## config.mk

```make
export PLATFORM = sky130hd
export DESIGN_NAME = mast_sipo_rx_buffer_flat
export DESIGN_NICKNAME = d
export VERILOG_FILES = /design/src/rtl/mast_i2c_pkg.sv /design/src/rtl/mast_sipo_rx_buffer_if.sv /design/src/rtl/mast_rx_fifo.sv /design/src/rtl/mast_sipo_rx_buffer.sv /design/src/flat_wrapper.sv
export SDC_FILE = /design/constraint.sdc
export NUM_CORES = 1
export LEC_CHECK = 0
export ABC_AREA = 1
export CORE_AREA = 2 2 91 93
export CTS_CLUSTER_SIZE = 28
export DETAILED_ROUTE_END_ITERATION = 10
export DIE_AREA = 0 0 93 95
export REMOVE_ABC_BUFFERS = 1
export SYNTH_ARGS = -nofsm -noshare
export SYNTH_HDL_FRONTEND = slang
export SYNTH_SLANG_ARGS = --single-unit
```

## constraint.sdc

```tcl
create_clock -name master_scl_sixt -period 5.3 [get_ports master_scl_sixt]
set_clock_uncertainty 0.1 [all_clocks]
set_input_delay 0.53 -clock master_scl_sixt [delete_from_list [all_inputs] [get_ports master_scl_sixt]]
set_output_delay 0.53 -clock master_scl_sixt [all_outputs]
set_load 0.03 [all_outputs]
```

## src/rtl/mast_i2c_pkg.sv

```systemverilog
// mast_i2c_pkg: shared widths, defaults and counter-width helper for the master receive path
package mast_i2c_pkg;
    localparam int I2C_BYTE_W        = 8;
    localparam int MAST_RX_DEPTH_DEF = 4;
    localparam int BIT_ORDER_MSB     = 1;
    localparam int BIT_ORDER_LSB     = 0;
    function automatic int clog2_safe(input int n);
        return (n <= 2) ? 1 : $clog2(n);
    endfunction
endpackage

```

## src/rtl/mast_sipo_rx_buffer_if.sv

```systemverilog
// mast_sipo_rx_buffer_if: receive-buffer bus; slave = buffer side (takes serial/control, drives FIFO read port and status), master = controller/consumer side
interface mast_sipo_rx_buffer_if import mast_i2c_pkg::*; #(
    parameter int DATA_W = I2C_BYTE_W,
    parameter int DEPTH  = MAST_RX_DEPTH_DEF
);
    logic                             master_serial_in;
    logic                             master_rec_data_shift;
    logic                             master_rx_start;
    logic                             master_rx_ready;
    logic                             master_overrun_clr;
    logic [DATA_W-1:0]                master_data_out;
    logic                             master_rx_valid;
    logic [clog2_safe(DEPTH+1)-1:0]   master_rx_count;
    logic [clog2_safe(DATA_W)-1:0]    master_bit_cnt;
    logic                             master_byte_done;
    logic                             master_rx_overrun;
    modport slave (
        input  master_serial_in, master_rec_data_shift, master_rx_start, master_rx_ready, master_overrun_clr,
        output master_data_out, master_rx_valid, master_rx_count, master_bit_cnt, master_byte_done, master_rx_overrun
    );
    modport master (
        output master_serial_in, master_rec_data_shift, master_rx_start, master_rx_ready, master_overrun_clr,
        input  master_data_out, master_rx_valid, master_rx_count, master_bit_cnt, master_byte_done, master_rx_overrun
    );
endinterface

```

## src/rtl/mast_rx_fifo.sv

```systemverilog
// mast_rx_fifo: first-word-fall-through FIFO; clk/rst_n, push+wdata in, pop in, rdata (0 when empty), count, full, empty out
module mast_rx_fifo import mast_i2c_pkg::*; #(
    parameter int DATA_W = I2C_BYTE_W,
    parameter int DEPTH  = MAST_RX_DEPTH_DEF,
    localparam int CW    = clog2_safe(DEPTH+1),
    localparam int PW    = clog2_safe(DEPTH)
) (
    input  logic              clk,
    input  logic              rst_n,
    input  logic              push,
    input  logic [DATA_W-1:0] wdata,
    input  logic              pop,
    output logic [DATA_W-1:0] rdata,
    output logic [CW-1:0]     count,
    output logic              full,
    output logic              empty
);
    logic [DATA_W-1:0] mem [DEPTH];
    logic [PW-1:0]     wr_ptr, rd_ptr;
    logic              do_push, do_pop;
    assign empty   = count == '0;
    assign full    = count == CW'(DEPTH);
    assign do_pop  = pop && !empty;
    // a full FIFO still accepts a push when the head leaves on the same edge
    assign do_push = push && (!full || do_pop);
    assign rdata   = empty ? '0 : mem[rd_ptr];
    always_ff @(posedge clk or negedge rst_n) begin
        if (!rst_n) begin
            wr_ptr <= '0;
            rd_ptr <= '0;
            count  <= '0;
        end else begin
            wr_ptr <= wr_ptr + PW'(do_push);
            rd_ptr <= rd_ptr + PW'(do_pop);
            count  <= count + CW'(do_push) - CW'(do_pop);
        end
    end
    always_ff @(posedge clk) begin
        if (do_push) mem[wr_ptr] <= wdata;
    end
endmodule

```

## src/rtl/mast_sipo_rx_buffer.sv

```systemverilog
// mast_sipo_rx_buffer: serial-to-word deserialiser with bit counter, word-done strobe, FWFT word FIFO and sticky overrun; master_scl_sixt clock, master_rst_n async reset, everything else on bus
module mast_sipo_rx_buffer import mast_i2c_pkg::*; #(
    parameter int DATA_W    = I2C_BYTE_W,
    parameter int DEPTH     = MAST_RX_DEPTH_DEF,
    parameter int MSB_FIRST = BIT_ORDER_MSB,
    localparam int BW       = clog2_safe(DATA_W),
    localparam int CW       = clog2_safe(DEPTH+1)
) (
    input  logic                  master_scl_sixt,
    input  logic                  master_rst_n,
    mast_sipo_rx_buffer_if.slave  bus
);
    localparam logic [BW-1:0] LAST_BIT = BW'(DATA_W-1);
    logic [DATA_W-1:0] sr, base, shifted;
    logic [BW-1:0]     bit_cnt;
    logic              last, full, empty, overrun;
    logic [CW-1:0]     count;
    always_comb begin
        base    = bus.master_rx_start ? '0 : sr;
        shifted = (MSB_FIRST != 0) ? {base[DATA_W-2:0], bus.master_serial_in}
                                   : {bus.master_serial_in, base[DATA_W-1:1]};
        // a restart on the final-bit cycle cancels the word
        last    = bus.master_rec_data_shift && !bus.master_rx_start && (bit_cnt == LAST_BIT);
    end
    always_ff @(posedge master_scl_sixt or negedge master_rst_n) begin
        if (!master_rst_n) begin
            sr      <= '0;
            bit_cnt <= '0;
            overrun <= 1'b0;
        end else begin
            sr      <= bus.master_rec_data_shift ? shifted : base;
            bit_cnt <= bus.master_rec_data_shift ? (bus.master_rx_start ? BW'(1) : last ? '0 : bit_cnt + BW'(1))
                     : bus.master_rx_start ? '0 : bit_cnt;
            overrun <= (last && full && !(bus.master_rx_ready && !empty)) ? 1'b1
                     : bus.master_overrun_clr ? 1'b0 : overrun;
        end
    end
    mast_rx_fifo #(.DATA_W(DATA_W), .DEPTH(DEPTH)) u_fifo (
        .clk   (master_scl_sixt),
        .rst_n (master_rst_n),
        .push  (last),
        .wdata (shifted),
        .pop   (bus.master_rx_ready),
        .rdata (bus.master_data_out),
        .count (count),
        .full  (full),
        .empty (empty)
    );
    assign bus.master_rx_valid   = !empty;
    assign bus.master_rx_count   = count;
    assign bus.master_bit_cnt    = bit_cnt;
    assign bus.master_byte_done  = last;
    assign bus.master_rx_overrun = overrun;
endmodule

```

## src/flat_wrapper.sv

```systemverilog
// flat-port wrapper written by rule: the top's interface ports become plain ports
module mast_sipo_rx_buffer_flat import mast_i2c_pkg::*;
#(
    parameter int DATA_W    = I2C_BYTE_W,
    parameter int DEPTH     = MAST_RX_DEPTH_DEF,
    parameter int MSB_FIRST = BIT_ORDER_MSB,
    localparam int BW       = clog2_safe(DATA_W),
    localparam int CW       = clog2_safe(DEPTH+1)
)
  (master_scl_sixt, master_rst_n, bus_master_serial_in, bus_master_rec_data_shift, bus_master_rx_start, bus_master_rx_ready, bus_master_overrun_clr, bus_master_data_out, bus_master_rx_valid, bus_master_rx_count, bus_master_bit_cnt, bus_master_byte_done, bus_master_rx_overrun);
  mast_sipo_rx_buffer_if #(.DATA_W(DATA_W), .DEPTH(DEPTH)) bus_i ();
  input  logic master_scl_sixt;
  input  logic master_rst_n;
  input wire logic [$bits(bus_i.master_serial_in)-1:0] bus_master_serial_in;
  input wire logic [$bits(bus_i.master_rec_data_shift)-1:0] bus_master_rec_data_shift;
  input wire logic [$bits(bus_i.master_rx_start)-1:0] bus_master_rx_start;
  input wire logic [$bits(bus_i.master_rx_ready)-1:0] bus_master_rx_ready;
  input wire logic [$bits(bus_i.master_overrun_clr)-1:0] bus_master_overrun_clr;
  output wire logic [$bits(bus_i.master_data_out)-1:0] bus_master_data_out;
  output wire logic [$bits(bus_i.master_rx_valid)-1:0] bus_master_rx_valid;
  output wire logic [$bits(bus_i.master_rx_count)-1:0] bus_master_rx_count;
  output wire logic [$bits(bus_i.master_bit_cnt)-1:0] bus_master_bit_cnt;
  output wire logic [$bits(bus_i.master_byte_done)-1:0] bus_master_byte_done;
  output wire logic [$bits(bus_i.master_rx_overrun)-1:0] bus_master_rx_overrun;
  assign bus_i.master_serial_in = bus_master_serial_in;
  assign bus_i.master_rec_data_shift = bus_master_rec_data_shift;
  assign bus_i.master_rx_start = bus_master_rx_start;
  assign bus_i.master_rx_ready = bus_master_rx_ready;
  assign bus_i.master_overrun_clr = bus_master_overrun_clr;
  assign bus_master_data_out = bus_i.master_data_out;
  assign bus_master_rx_valid = bus_i.master_rx_valid;
  assign bus_master_rx_count = bus_i.master_rx_count;
  assign bus_master_bit_cnt = bus_i.master_bit_cnt;
  assign bus_master_byte_done = bus_i.master_byte_done;
  assign bus_master_rx_overrun = bus_i.master_rx_overrun;
  mast_sipo_rx_buffer #(.DATA_W(DATA_W), .DEPTH(DEPTH), .MSB_FIRST(MSB_FIRST)) u_core (.master_scl_sixt(master_scl_sixt), .master_rst_n(master_rst_n), .bus(bus_i));
endmodule
```

==> out/qor.csv <==
stage,metric,value,unit
critical_path,crit_path_end_kind,primary output,
detailed_routing,wirelength,4.05,mm
cells_and_area,n_antenna_cell,0,
cells_and_area,layout-drive-gt1-share,6.77,%
critical_path,critical_path_required,4670,ps
placement,place_congestion,0.755,
global_route,gr-usage-all-layers,9.73,%
global_route,antenna_found_initial,0,
global_route,grt_max_degree,19,
synthesis,ys_seq_area_share,61.8,%
clock_network,cts_inserted_buffers,5,
job,max_cap_viol_count,0,
status,status,completed,
critical_path,cp_max_fo,18,
synthesis,ys_top_cells_by_area,"edfxtp_1 (42%), dfrtp_1 (20%), inv_1 (8.7%)",
clock_network,clk_pin_slew,100,ps
placement,pre_cts_slack,2460,ps
clock_network,cts_hold_buf,0,
clock_network,clk_latency,300,ps
detailed_routing,wire_per_inst,11.4,um
detailed_routing,met1_length,1.97,mm
floorplan,core,7930,um^2
synthesis,netlist_area,2280,um^2
detailed_routing,met2_wirelength,1.90,mm
pwr,ir_drop,0.274,mV
synthesis,yosysUniqueCellTypes,24,
pwr,p_leak,1.23,nW
pwr,power_density,456,nW/um^2
clock_network,cts_root_buffer,clkbuf_8,
detailed_routing,dr_wl_met3,140,um
detailed_routing,drc,0,
floorplan,initial_core_util,28.8,%
floorplan,fp.dieH,95,um
timing,tns,0,ps
timing,report.final.slew_viol_count,0,
timing,maxSlewHeadroom,45.0,%
placement,io_buffers,23,
synthesis,synth_top_area_share,42.1,%
detailed_routing,vias_per_cell,4.01,
global_route,first_global_vias,1335,
hold_path,hp-class,flop to flop,
critical_path,cp-start-kind,flop,
timing,setup_ws,2340,ps
detailed_routing,top_layer,met4,
cells_and_area,layout_common_cells,"inv_1 (53), nand2_1 (50), edfxtp_1 (32)",
critical_path,criticalPathCategory,flop to primary output,
clock_network,cts.path.max_buffers,2,
timing,hold_viol,0,
clock_network,cts_sinks,50,
timing,max_freq,338,MHz
synthesis,synth-seq-cells,50,
floorplan,io_pins,24,
cells_and_area,fillers,815,
detailed_routing,ant_nets,0,
timing,period_needed,2960,ps
synthesis,synth.avg_cell_area,10.1,um^2
synthesis,synth_top_area_cell,edfxtp_1,
synthesis,yosysWarnings,0,
global_route,overflow,0,
clock_network,cts_htree_levels,2,
floorplan,fp.dieW,93,um
global_route,grt_pass1_wl,6.55,mm
clock_network,cts_setup_buffers,0,
placement,place_hpwl,2.76,mm
cells_and_area,final_common_cell,inv_1,
pwr,power,1.23,mW
floorplan,std_cell_rows,33,
detailed_routing,first_iter_violations,55,
synthesis,syn_inst,225,
detailed_routing,dr.pass1.iters,4,
cells_and_area,stdcell_count,356,
cells_and_area,area_growth,18.4,%
placement,placed_cells,348,
clock_network,cts-resized-gates,0,
cells_and_area,final_nets,264,
clock_network,cts_tree,yes,
critical_path,worstPathArrival,2330,ps
detailed_routing,num_vias,1429,
timing,rsz0062_at_grt,no,
timing,fin_crit_sh,55.8,%
timing,setup_viol,0,
floorplan,dieArea,8840,um^2
timing,tightest_slew,823,ps
sequential cells by signal (all words and copies together), names as in the netlist:
signal / flops
u_core.u_fifo.mem: 32
u_core.u_fifo.rd_ptr: 2
u_core.bus.master_bit_cnt: 3
u_core.bus.master_rx_overrun: 1
u_core.sr: 7
u_core.u_fifo.count: 3
u_core.u_fifo.wr_ptr: 2
cell usage after synthesis, drive strengths merged:
master	instances
nor2	14
nand2	53
xor2	3
o22ai	5
inv	55
a21oi	9
edfxtp	32
nand3	18
ha	6
o21ai	5
dfrtp	18
fa	1
buf	5
nor3	1
cell type report:
class | count | area [um^2] | area share [%]
Clock inverter | 2 | 13.8 | 0.509
Multi-Input combinational cell | 115 | 608 | 22.5
Clock buffer | 6 | 93.8 | 3.47
Timing Repair Buffer | 23 | 230 | 8.52
Inverter | 55 | 214 | 7.92
Tap cell | 105 | 131 | 4.86
Sequential cell | 50 | 1410 | 52.2
logic make-up (layout without fill, tap and decap cells):
| logic type | after synthesis | in the layout | synth area share (%) |
|---|---|---|---|
| and+or+nand+nor | 86 | 86 | 16.5 |
| DFF | 50 | 50 | 61.8 |
| xor gates and xnor gates | 3 | 3 | 1.15 |
| AOI/OAI and AO/OA | 19 | 19 | 4.77 |
| buffers and inverters | 60 | 86 | 11.6 |
| adders and majority gates | 7 | 7 | 4.16 |
per-layer routing:
| layer | vias to the layer above | GRT usage (%) |
|---|---|---|
| li1 | 753 | - |
| met2 | 23 | 16.6 |
| met4 | 0 | 2.94 |
| met1 | 649 | 12.2 |
| met3 | 4 | 2.47 |
| met5 | - | 0 |
where the power goes:
group,switching [mW],internal (mW)
combinational,0.291,0.192
sequential,0.0665,0.438
clock,0.123,0.122
per-stage QoR:
stage	hold WS, ps	utilization [%]	instance area, um^2
3_3_place_gp	367	32.7	2590
2_1_floorplan	134	-	2230
4_1_cts	397	34.1	2700
3_5_place_dp	364	32.7	2590
6_report	389	34.1	2700
5_1_grt	452	34.1	2700
worst max-delay path, cell delays in order, from the launching register on:
cell and delay (ps):
dfrtp_1 790, inv_6 160, nand2_1 100, nand3_1 60
a21oi_1 200, clkdlybuf4s50_1 710
worst paths after layout:
kind	startpoint	endpoint	slack [ps]	depth (start not counted)
max in group asynchronous	master_rst_n	u_core.sr[5]	3980	1
min reg2reg	u_core.bus.master_rx_overrun	u_core.bus.master_rx_overrun	390	2
max reg2reg	u_core.u_fifo.count[1]	u_core.u_fifo.count[2]	2830	8
min	u_core.bus.master_rx_overrun	u_core.bus.master_rx_overrun	390	2
min in group asynchronous	master_rst_n	u_core.u_fifo.count[0]	590	1
max	u_core.u_fifo.rd_ptr[0]	bus_master_data_out[3]	2340	5
Power figures use the tool's default switching activity.
